### src/rtl/btn_pkg.sv
// rtl/btn_pkg.sv - shared types, simulation constants and width helpers for the button filter
package btn_pkg;

    // Per-channel press-tracking state, kept as plain constants for legacy tools.
    typedef logic [1:0] btn_state_t;

    localparam btn_state_t ST_IDLE   = 2'd0;
    localparam btn_state_t ST_HOLD   = 2'd1;
    localparam btn_state_t ST_REPEAT = 2'd2;

    // Short windows used when simulating, so a bench runs in a few hundred cycles.
    localparam int DB_CYCLES_SIM = 4;
    localparam int HOLD_SIM      = 8;
    localparam int REPEAT_SIM    = 4;

    // Counter width that never collapses to zero bits for tiny terminal counts.
    function automatic int btn_width(input int n);
        return (n <= 2) ? 1 : $clog2(n);
    endfunction

    function automatic int btn_max(input int a, input int b);
        return (a > b) ? a : b;
    endfunction

endpackage

### src/rtl/btn_debounce_ch.sv
// rtl/btn_debounce_ch.sv - one channel: two-flop synchroniser, stability filter and hold/repeat FSM
module btn_debounce_ch
    import btn_pkg::*;
#(
    parameter int DB_CYCLES     = 4,
    parameter bit ACTIVE_LOW    = 1'b0,
    parameter bit REPEAT_EN     = 1'b1,
    parameter int HOLD_CYCLES   = 8,
    parameter int REPEAT_CYCLES = 4
) (
    input  logic clk,
    input  logic reset,
    input  logic btn_raw,
    output logic btn_level,
    output logic btn_press,
    output logic btn_release,
    output logic btn_repeat
);

    localparam int DB_W = btn_width(DB_CYCLES);
    localparam int HC_W = btn_width(btn_max(HOLD_CYCLES, REPEAT_CYCLES));

    localparam logic [DB_W-1:0] DB_LAST   = DB_W'(DB_CYCLES - 1);
    localparam logic [HC_W-1:0] HOLD_LAST = HC_W'(HOLD_CYCLES - 1);
    localparam logic [HC_W-1:0] REP_LAST  = HC_W'(REPEAT_CYCLES - 1);

    logic [1:0]      sync_q;
    logic            s;
    logic [DB_W-1:0] cnt;
    logic            accept;
    logic            accept_press;
    logic            accept_release;
    btn_state_t      state;
    logic [HC_W-1:0] hcnt;

    assign s              = sync_q[1];
    assign accept         = (s != btn_level) && (cnt == DB_LAST);
    assign accept_press   = accept && s;
    assign accept_release = accept && !s;

    // Bring the (optionally inverted) raw input into the clk domain.
    always_ff @(posedge clk) begin
        if (reset) begin
            sync_q <= 2'b00;
        end else begin
            sync_q <= {sync_q[0], btn_raw ^ ACTIVE_LOW};
        end
    end

    // Accept a new level only after it has been stable for the whole window; any glitch restarts it.
    always_ff @(posedge clk) begin
        if (reset) begin
            btn_level   <= 1'b0;
            cnt         <= '0;
            btn_press   <= 1'b0;
            btn_release <= 1'b0;
        end else begin
            btn_press   <= 1'b0;
            btn_release <= 1'b0;
            if (s == btn_level) begin
                cnt <= '0;
            end else if (cnt == DB_LAST) begin
                btn_level   <= s;
                cnt         <= '0;
                btn_press   <= s;
                btn_release <= !s;
            end else begin
                cnt <= cnt + 1'b1;
            end
        end
    end

    // Track how long the button has been held and emit auto-repeat pulses; a release always wins.
    always_ff @(posedge clk) begin
        if (reset) begin
            state      <= ST_IDLE;
            hcnt       <= '0;
            btn_repeat <= 1'b0;
        end else begin
            btn_repeat <= 1'b0;
            case (state)
                ST_IDLE: begin
                    hcnt <= '0;
                    if (accept_press) begin
                        state <= ST_HOLD;
                    end
                end
                ST_HOLD: begin
                    if (accept_release) begin
                        state <= ST_IDLE;
                        hcnt  <= '0;
                    end else if (REPEAT_EN) begin
                        if (hcnt == HOLD_LAST) begin
                            btn_repeat <= 1'b1;
                            state      <= ST_REPEAT;
                            hcnt       <= '0;
                        end else begin
                            hcnt <= hcnt + 1'b1;
                        end
                    end
                end
                ST_REPEAT: begin
                    if (accept_release) begin
                        state <= ST_IDLE;
                        hcnt  <= '0;
                    end else if (hcnt == REP_LAST) begin
                        btn_repeat <= 1'b1;
                        hcnt       <= '0;
                    end else begin
                        hcnt <= hcnt + 1'b1;
                    end
                end
                default: begin
                    state <= ST_IDLE;
                    hcnt  <= '0;
                end
            endcase
        end
    end

endmodule

### src/rtl/btn_debounce_multi.sv
// rtl/btn_debounce_multi.sv - N independent debounced button channels with press/release/repeat pulses
module btn_debounce_multi
    import btn_pkg::*;
#(
    parameter int              N_CH          = 4,
    parameter int              DB_CYCLES     = 500000,
    parameter logic [N_CH-1:0] ACTIVE_LOW    = '0,
    parameter bit              REPEAT_EN     = 1'b1,
    parameter int              HOLD_CYCLES   = 50000000,
    parameter int              REPEAT_CYCLES = 10000000
) (
    input  logic            clk,
    input  logic            reset,
    input  logic [N_CH-1:0] btn_raw,
    output logic [N_CH-1:0] btn_level,
    output logic [N_CH-1:0] btn_press,
    output logic [N_CH-1:0] btn_release,
    output logic [N_CH-1:0] btn_repeat
);

    // One fully independent filter per input; only the inversion differs between channels.
    for (genvar i = 0; i < N_CH; i++) begin : g_ch
        btn_debounce_ch #(
            .DB_CYCLES     (DB_CYCLES),
            .ACTIVE_LOW    (ACTIVE_LOW[i]),
            .REPEAT_EN     (REPEAT_EN),
            .HOLD_CYCLES   (HOLD_CYCLES),
            .REPEAT_CYCLES (REPEAT_CYCLES)
        ) u_ch (
            .clk         (clk),
            .reset       (reset),
            .btn_raw     (btn_raw[i]),
            .btn_level   (btn_level[i]),
            .btn_press   (btn_press[i]),
            .btn_release (btn_release[i]),
            .btn_repeat  (btn_repeat[i])
        );
    end

endmodule

### config.mk
export PLATFORM = sky130hd
export DESIGN_NAME = btn_debounce_multi
export DESIGN_NICKNAME = d
export VERILOG_FILES = /design/src/rtl/btn_pkg.sv /design/src/rtl/btn_debounce_ch.sv /design/src/rtl/btn_debounce_multi.sv
export SDC_FILE = /design/constraint.sdc
export NUM_CORES = 1
export LEC_CHECK = 0
export CORE_ASPECT_RATIO = 0.5
export CORE_MARGIN = 8
export CORE_UTILIZATION = 63
export DETAILED_ROUTE_END_ITERATION = 16
export GPL_TIMING_DRIVEN = 1
export PLACE_DENSITY = 0.81
export SYNTH_ARGS = -nofsm -noshare
export SYNTH_HDL_FRONTEND = slang
export SYNTH_SLANG_ARGS = --single-unit
### constraint.sdc
create_clock -name clk -period 3.6 [get_ports clk]
set_input_delay 0.54 -clock clk [delete_from_list [all_inputs] [get_ports clk]]
set_output_delay 0.54 -clock clk [all_outputs]
set_load 0.05 [all_outputs]
==> flow_metrics.tcl, run 1 <==
set metrics [dict create \
    status "completed" \
    path_max_fanout 26 \
    r2r_cells 6 \
    die-area_mm2 0.0202 \
    ios 22 \
    cpPeakStageDelay_ns 0.57 \
    cts_buffers 20 \
    crit_cells 6 \
    hold_buffers 0 \
    clock_power_share_pct 47.3 \
    gp_congestion 0.861 \
    period_share_pct 69.5 \
    cap_violations 0 \
    cts_tree "yes" \
    wl_per_cell_um 13.8 \
    grt_usage_pct 18.1 \
    drt_iter0_markers 437 \
    start_kind "flop" \
    clk_pin_slew_worst_paths_ns 0.06 \
    fp.dieH_um 105 \
    peakVddDrop_uv 305 \
    worstSetupPathType "flop to flop" \
    top_layer_used "met4" \
    placed_area_mm2 0.0101 \
    p_int_w 0.00365 \
    hold_depth 1 \
    rows 32 \
    wl_met3_um 718 \
    cts.repair.resized 0 \
    p_per_area_mw_per_mm2 422 \
    htreeDepth 1 \
    fin_crit_ns 2.50 \
    r2r_slack_ns 1.10 \
    synth_top_family_by_area "simple AND/OR/NAND/NOR gates" \
    drive_above_1_share_pct 4.04 \
    endpoint_kind "flop" \
    synth.avg_cell_area_um2 8.60 \
    clkSinkCount 212 \
    n_fill_cell 1181 \
    cp.arrival_ns 2.85 \
    slew_headroom_pct 27.1 \
    synth_warnings 0 \
    vias 7785 \
    seqPwrFrac_pct 51.6 \
    hold_class "flop to flop" \
    synth_edf_count 0 \
    path_cells "ha_1, nand3_1, or4_4, o31a_1, o2111ai_4, nor2_1" \
    syn_inst 1152 \
    wl_um 18900 \
    swShare_pct 20.1 \
    synth_adder_area_share_pct 3.03 \
    critPathBufInv 0 \
    tns_ns 0 \
    synthXorXnorAreaFrac_pct 14.5 \
    power.leakage_nw 3.25 \
    skew_ns 0.0151 \
    synth_seq_cells 212 \
    grt_max_degree 27 \
    layout.nets 1181 \
    grt_pass1_vias 7353 \
    syn-num-nets 1182 \
    final_area_mm2 0.0108 \
    yosys.area_share.simple_pct 31.5 \
    met2WireLength_um 9090 \
    hold_violations 0 \
    drc 0 \
    async_flop_share_pct 0 \
    report.final.slew_viol_count 0 \
    setup_violations 0 \
    drt_first_pass_iters 5 \
    synth.mux.area_fraction_pct 0 \
    clockBufferDepth 3 \
    overflow 0 \
    syn2layout_area_growth_pct 9.11 \
    wl_met1_um 8840 \
    netlist_area_mm2 0.00991 \
    port_buffers 21 \
    crit_path_top_delay_cell "or4_4" \
    start_util_pct 64.5 \
    grt_pass1_wl_um 33000 \
    synth_top_flop_cell "dfxtp_1" \
    clock_latency_ns 0.49 \
    die_x_um 193 \
    tightest_slew_ns 1.08 \
    required_ns 3.95 \
    antenna_found_initial 0 \
    netlist-cell-type-count 58 \
    p_comb_share_pct 1.0 \
    ant_nets 0 \
    synth_compound_area_share_pct 4.05 \
    root_buffer "clkbuf_16" \
    postCtsSetupRepairBufs 0 \
    dpl.hpwl_um 12900 \
    routed_via_density 5.69 \
    switching_power_w 0.000915 \
    seq_area_frac_synth_pct 42.8 \
    fmax_mhz 400 \
    rsz0062_at_grt "false" \
    core_area_mm2 0.0154 \
    critPathTopFamily "simple AND/OR/NAND/NOR gates" \
]
-- cell usage after synthesis (all sizes together), types with 2 or more instances --
cell / instances / area, um^2
o41ai: 6 / 60.1
or3: 9 / 56.3
or4bb: 2 / 22.5
o32ai: 2 / 17.5
nand4: 56 / 350
dfxtp: 212 / 4240
nor4b: 13 / 114
a31oi: 3 / 18.8
a21oi: 10 / 50.1
xnor2: 88 / 771
nor3b: 5 / 37.5
buf: 30 / 200
and4: 17 / 149
ha: 24 / 300
and2: 4 / 25.0
inv: 38 / 143
nor2: 234 / 878
clkbuf: 17 / 63.8
nor2b: 10 / 62.6
nor3: 38 / 190
nand3: 79 / 395
a32oi: 2 / 17.5
or4: 3 / 26.3
o31a: 3 / 26.3
nand2b: 9 / 56.3
xor2: 76 / 666
o21ai: 4 / 20.0
a2111oi: 2 / 17.5
o2111ai: 2 / 35.0
or2: 8 / 50.1
nor4bb: 9 / 90.1
a22oi: 2 / 15.0
nand3b: 2 / 15.0
nor4: 32 / 206
o21a: 2 / 15.0
a2111o: 2 / 22.5
and3: 22 / 138
nand2: 64 / 240
-- power groups by stage --
stage	clock network [W]	logic, W	registers [W]
6_report	0.00216	0.0000469	0.00236
5_1_grt	0.00230	0.0000525	0.00235
4_1_cts	0.00220	0.0000469	0.00235
3_5_place_dp	0	0.0000462	0.00241
3_3_place_gp	0	0.0000452	0.00241
2_1_floorplan	0	0.0000330	0.00241
-- sequential cells by signal, indices dropped and copies added, names as in the netlist --
name and cells:
g_ch.u_ch.btn_level 4, g_ch.u_ch.btn_press 4, g_ch.u_ch.btn_release 4, g_ch.u_ch.btn_repeat 4, g_ch.u_ch.cnt 76, g_ch.u_ch.hcnt 104
g_ch.u_ch.state 8, g_ch.u_ch.sync_q 8
-- cell type report --
cell class / count / area [um^2] / area share [%]
Clock inverter: 8 / 98.8 / 0.914
Tap cell: 204 / 255 / 2.36
Timing Repair Buffer: 24 / 233 / 2.15
Inverter: 38 / 143 / 1.32
Multi-Input combinational cell: 855 / 5260 / 48.6
Antenna cell: 1 / 2.50 / 0.0231
Sequential cell: 212 / 4240 / 39.2
Clock buffer: 27 / 578 / 5.35
-- routing by layer --
layer	vias up	GRT usage, %
met1	3665	22.3
li1	3965	-
met3	32	3.39
met4	0	4.75
met5	-	0
met2	123	32.4
-- cells in the final DEF, fill, tap and decap left out, types with 4 or more instances in the layout --
cell type	Yosys	layout
nor2_1	234	234
dfxtp_1	212	212
xnor2_1	88	88
nand3_1	79	79
xor2_1	76	76
nand2_1	64	64
nand4_1	56	56
inv_1	38	38
nor3_1	38	38
nor4_1	31	31
ha_1	24	24
and3_1	22	22
clkbuf_16	0	21
clkdlybuf4s50_1	0	21
and4_1	17	17
nor4b_1	13	13
a21oi_1	10	10
nor2b_1	10	10
nor4bb_1	9	9
nand2b_1	9	9
or3_1	9	9
or2_2	7	7
nor3b_1	5	5
o41ai_1	5	5
o21ai_0	4	4
clkinv_2	0	4
-- logic make-up after synthesis --
| logic type | Yosys count |
|---|---|
| xor gates and xnor gates | 164 |
| AOI/OAI and AO/OA | 49 |
| and+or+nand+nor | 618 |
| adders and majority gates | 24 |
| DFF | 212 |
| buffers and inverters | 85 |
-- path summary, 6_finish.rpt --
kind / startpoint / to
setup reg to reg: g_ch[2].u_ch.hcnt[0]$_SDFF_PP0_ / g_ch[2].u_ch.hcnt[7]$_SDFF_PP0_
setup / recovery: g_ch[2].u_ch.hcnt[0]$_SDFF_PP0_ / g_ch[2].u_ch.hcnt[7]$_SDFF_PP0_
hold reg to reg: g_ch[3].u_ch.sync_q[0]$_SDFF_PP0_ / g_ch[3].u_ch.sync_q[1]$_SDFF_PP0_
hold / removal: g_ch[3].u_ch.sync_q[0]$_SDFF_PP0_ / g_ch[3].u_ch.sync_q[1]$_SDFF_PP0_
-- metrics by stage --
stage,worst slack (ns),util [%],cells,total power (W),hold WS (ns)
4_1_cts,1.07,70.3,1368,0.00460,0.443
6_report,1.10,70.3,1369,0.00456,0.439
5_1_grt,0.823,70.3,1368,0.00471,0.466
2_1_floorplan,1.49,-,1152,0.00244,0.414
3_5_place_dp,1.09,65.9,1333,0.00245,0.429
3_3_place_gp,1.21,65.9,1333,0.00245,0.417
(Power assumes the default switching activity.)
==> run 2, diff against run 1 <==
--- a/config.mk
+++ b/config.mk
@@ -7,10 +7,10 @@
 export LEC_CHECK = 0
 export CORE_ASPECT_RATIO = 0.5
 export CORE_MARGIN = 8
-export CORE_UTILIZATION = 63
+export CORE_UTILIZATION = 56
 export DETAILED_ROUTE_END_ITERATION = 16
 export GPL_TIMING_DRIVEN = 1
-export PLACE_DENSITY = 0.81
+export PLACE_DENSITY = 0.76
 export SYNTH_ARGS = -nofsm -noshare
 export SYNTH_HDL_FRONTEND = slang
 export SYNTH_SLANG_ARGS = --single-unit
==> constraint.sdc (replaced) <==
create_clock -name clk -period 2.2 [get_ports clk]
set_input_delay 0.33 -clock clk [delete_from_list [all_inputs] [get_ports clk]]
set_output_delay 0.33 -clock clk [all_outputs]
set_load 0.05 [all_outputs]
==> flow_metrics.tcl, run 2 (synthesis gave the netlist of run 1 again) <==
set metrics [dict create \
    clk_pin_slew_worst_paths_ns 0.07 \
    skew_ns 0.00715 \
    cts_buffers 20 \
    endpoint_kind "flop" \
    tns_ns 0 \
    final_area_mm2 0.0111 \
    cap_violations 0 \
    cp.arrival_ns 2.51 \
    required_ns 2.58 \
    overflow 0 \
    peakVddDrop_uv 450 \
    largest_registers "g_ch.u_ch.hcnt (104), g_ch.u_ch.cnt (76)" \
    drive_above_1_share_pct 6.49 \
    placed_area_mm2 0.0104 \
    drc 0 \
    layout_commonest_cell "nor2_1" \
    tightest_slew_ns 0.533 \
    core_area_mm2 0.0174 \
    final_cell_mix "nor2_1 (234), dfxtp_1 (211), xnor2_1 (88)" \
    vias 7852 \
    grt_max_degree 38 \
    gp_congestion 0.826 \
    insertedDiodeCount 0 \
    path_cells "or3_4, or4_4, o31a_1, o2111ai_4, buf_12, nor2_1" \
    cts_tree "yes" \
    rsz0062_at_grt "false" \
    wl_um 19500 \
    hold_violations 0 \
    crit_path_top_delay_cell "or4_4" \
    port_buffers 21 \
    ios 22 \
    clkSinkCount 212 \
    path_max_fanout 26 \
    worstSetupPathType "flop to flop" \
    top_register "g_ch.u_ch.hcnt" \
    fp.dieH_um 110 \
    dpl.hpwl_um 13400 \
    setup_violations 0 \
    hold_class "input pin to flop" \
    wl_per_cell_um 13.7 \
    cpPeakStageDelay_ns 0.53 \
    power.leakage_nw 3.41 \
    clock_latency_ns 0.49 \
    slew_headroom_pct 64.2 \
    die_x_um 204 \
    layout.nets 1204 \
    report.final.slew_viol_count 0 \
    min_from "btn_raw[1]" \
    fin_crit_ns 2.13 \
    period_share_pct 96.7 \
    root_buffer "clkbuf_16" \
    syn2layout_area_growth_pct 12.3 \
    rows 34 \
    drt_first_pass_iters 6 \
    fmax_mhz 470 \
    start_kind "flop" \
    routed_via_density 5.53 \
    largest_register_ffs 104 \
    die-area_mm2 0.0225 \
    antenna_found_initial 0 \
    status "completed" \
    drt_iter0_markers 415 \
    start_util_pct 57.1 \
    htreeDepth 1 \
    grt_pass1_vias 7480 \
    grt_usage_pct 17.2 \
    clockBufferDepth 3 \
    ant_nets 0 \
    p_per_area_mw_per_mm2 683 \
    r2r_start "g_ch[2].u_ch.hcnt[11]$_SDFF_PP0_" \
    crit_path_start "g_ch[2].u_ch.hcnt[11]$_SDFF_PP0_" \
    grt_pass1_wl_um 33400 \
]
run 2: worst paths after layout:
check                                      endpoint  slack (ns)  cells after the start
hold / removal    g_ch[1].u_ch.sync_q[0]$_SDFF_PP0_        0.40                      2
hold reg to reg   g_ch[2].u_ch.sync_q[1]$_SDFF_PP0_        0.45                      1
setup / recovery   g_ch[2].u_ch.hcnt[16]$_SDFF_PP0_        0.07                      6
setup reg to reg   g_ch[2].u_ch.hcnt[16]$_SDFF_PP0_        0.07                      6
run 2: per-stage QoR:
stage	util, %	setup WS [ns]	power [W]	std cells	hold slack (ns)
after floorplan	-	0.0914	0.00399	1152	0.414
after global placement	60.0	0.137	0.00402	1386	0.423
after detailed placement	60.0	0.0947	0.00402	1386	0.442
after CTS	64.0	0.0697	0.00766	1420	0.395
after global routing	64.1	0.00635	0.00785	1420	0.391
final	64.1	0.0724	0.00760	1420	0.396
run 2: layout make-up:
type | instances | area, um^2
timing repair buffer | 47 | 468
fill | 1421 | 6230
inverter | 38 | 143
clock inverter | 9 | 124
tap | 234 | 293
sequential | 212 | 4250
clock buffer | 25 | 571
multi-input combinational | 855 | 5290
run 2: power breakdown:
| group | internal (W) | total (W) | switching [W] |
|---|---|---|---|
| Combinational | 0.0000347 | 0.0000836 | 0.0000489 |
| Clock | 0.00219 | 0.00366 | 0.00147 |
| Sequential | 0.00385 | 0.00385 | 0.00000674 |
run 2: worst max-delay path, delay by kind of cell, from the launching register on:
family | cells | cell delay [ns]
buffers and inverters | 1 | 0.20
AND/OR/NAND/NOR | 3 | 0.99
flip-flops | 1 | 0.33
AO/OA/AOI/OAI | 2 | 0.49
run 2: metal layers:
metal | track usage, % | vias up | part of all wire (%)
li1 | - | 4017 | -
met1 | 20.4 | 3688 | 46
met2 | 32.2 | 122 | 49
met3 | 2.86 | 25 | 3.0
met4 | 4.39 | 0 | 1.5
met5 | 0 | - | 0
run 2: what timing repair did:
item                                    4_1_cts  5_1_grt
hold buffers                                  0        0
setup buffers                                 0        0
gates resized for setup                       0        6
endpoints found under the setup margin        0       69
endpoints found under the hold margin         0        0
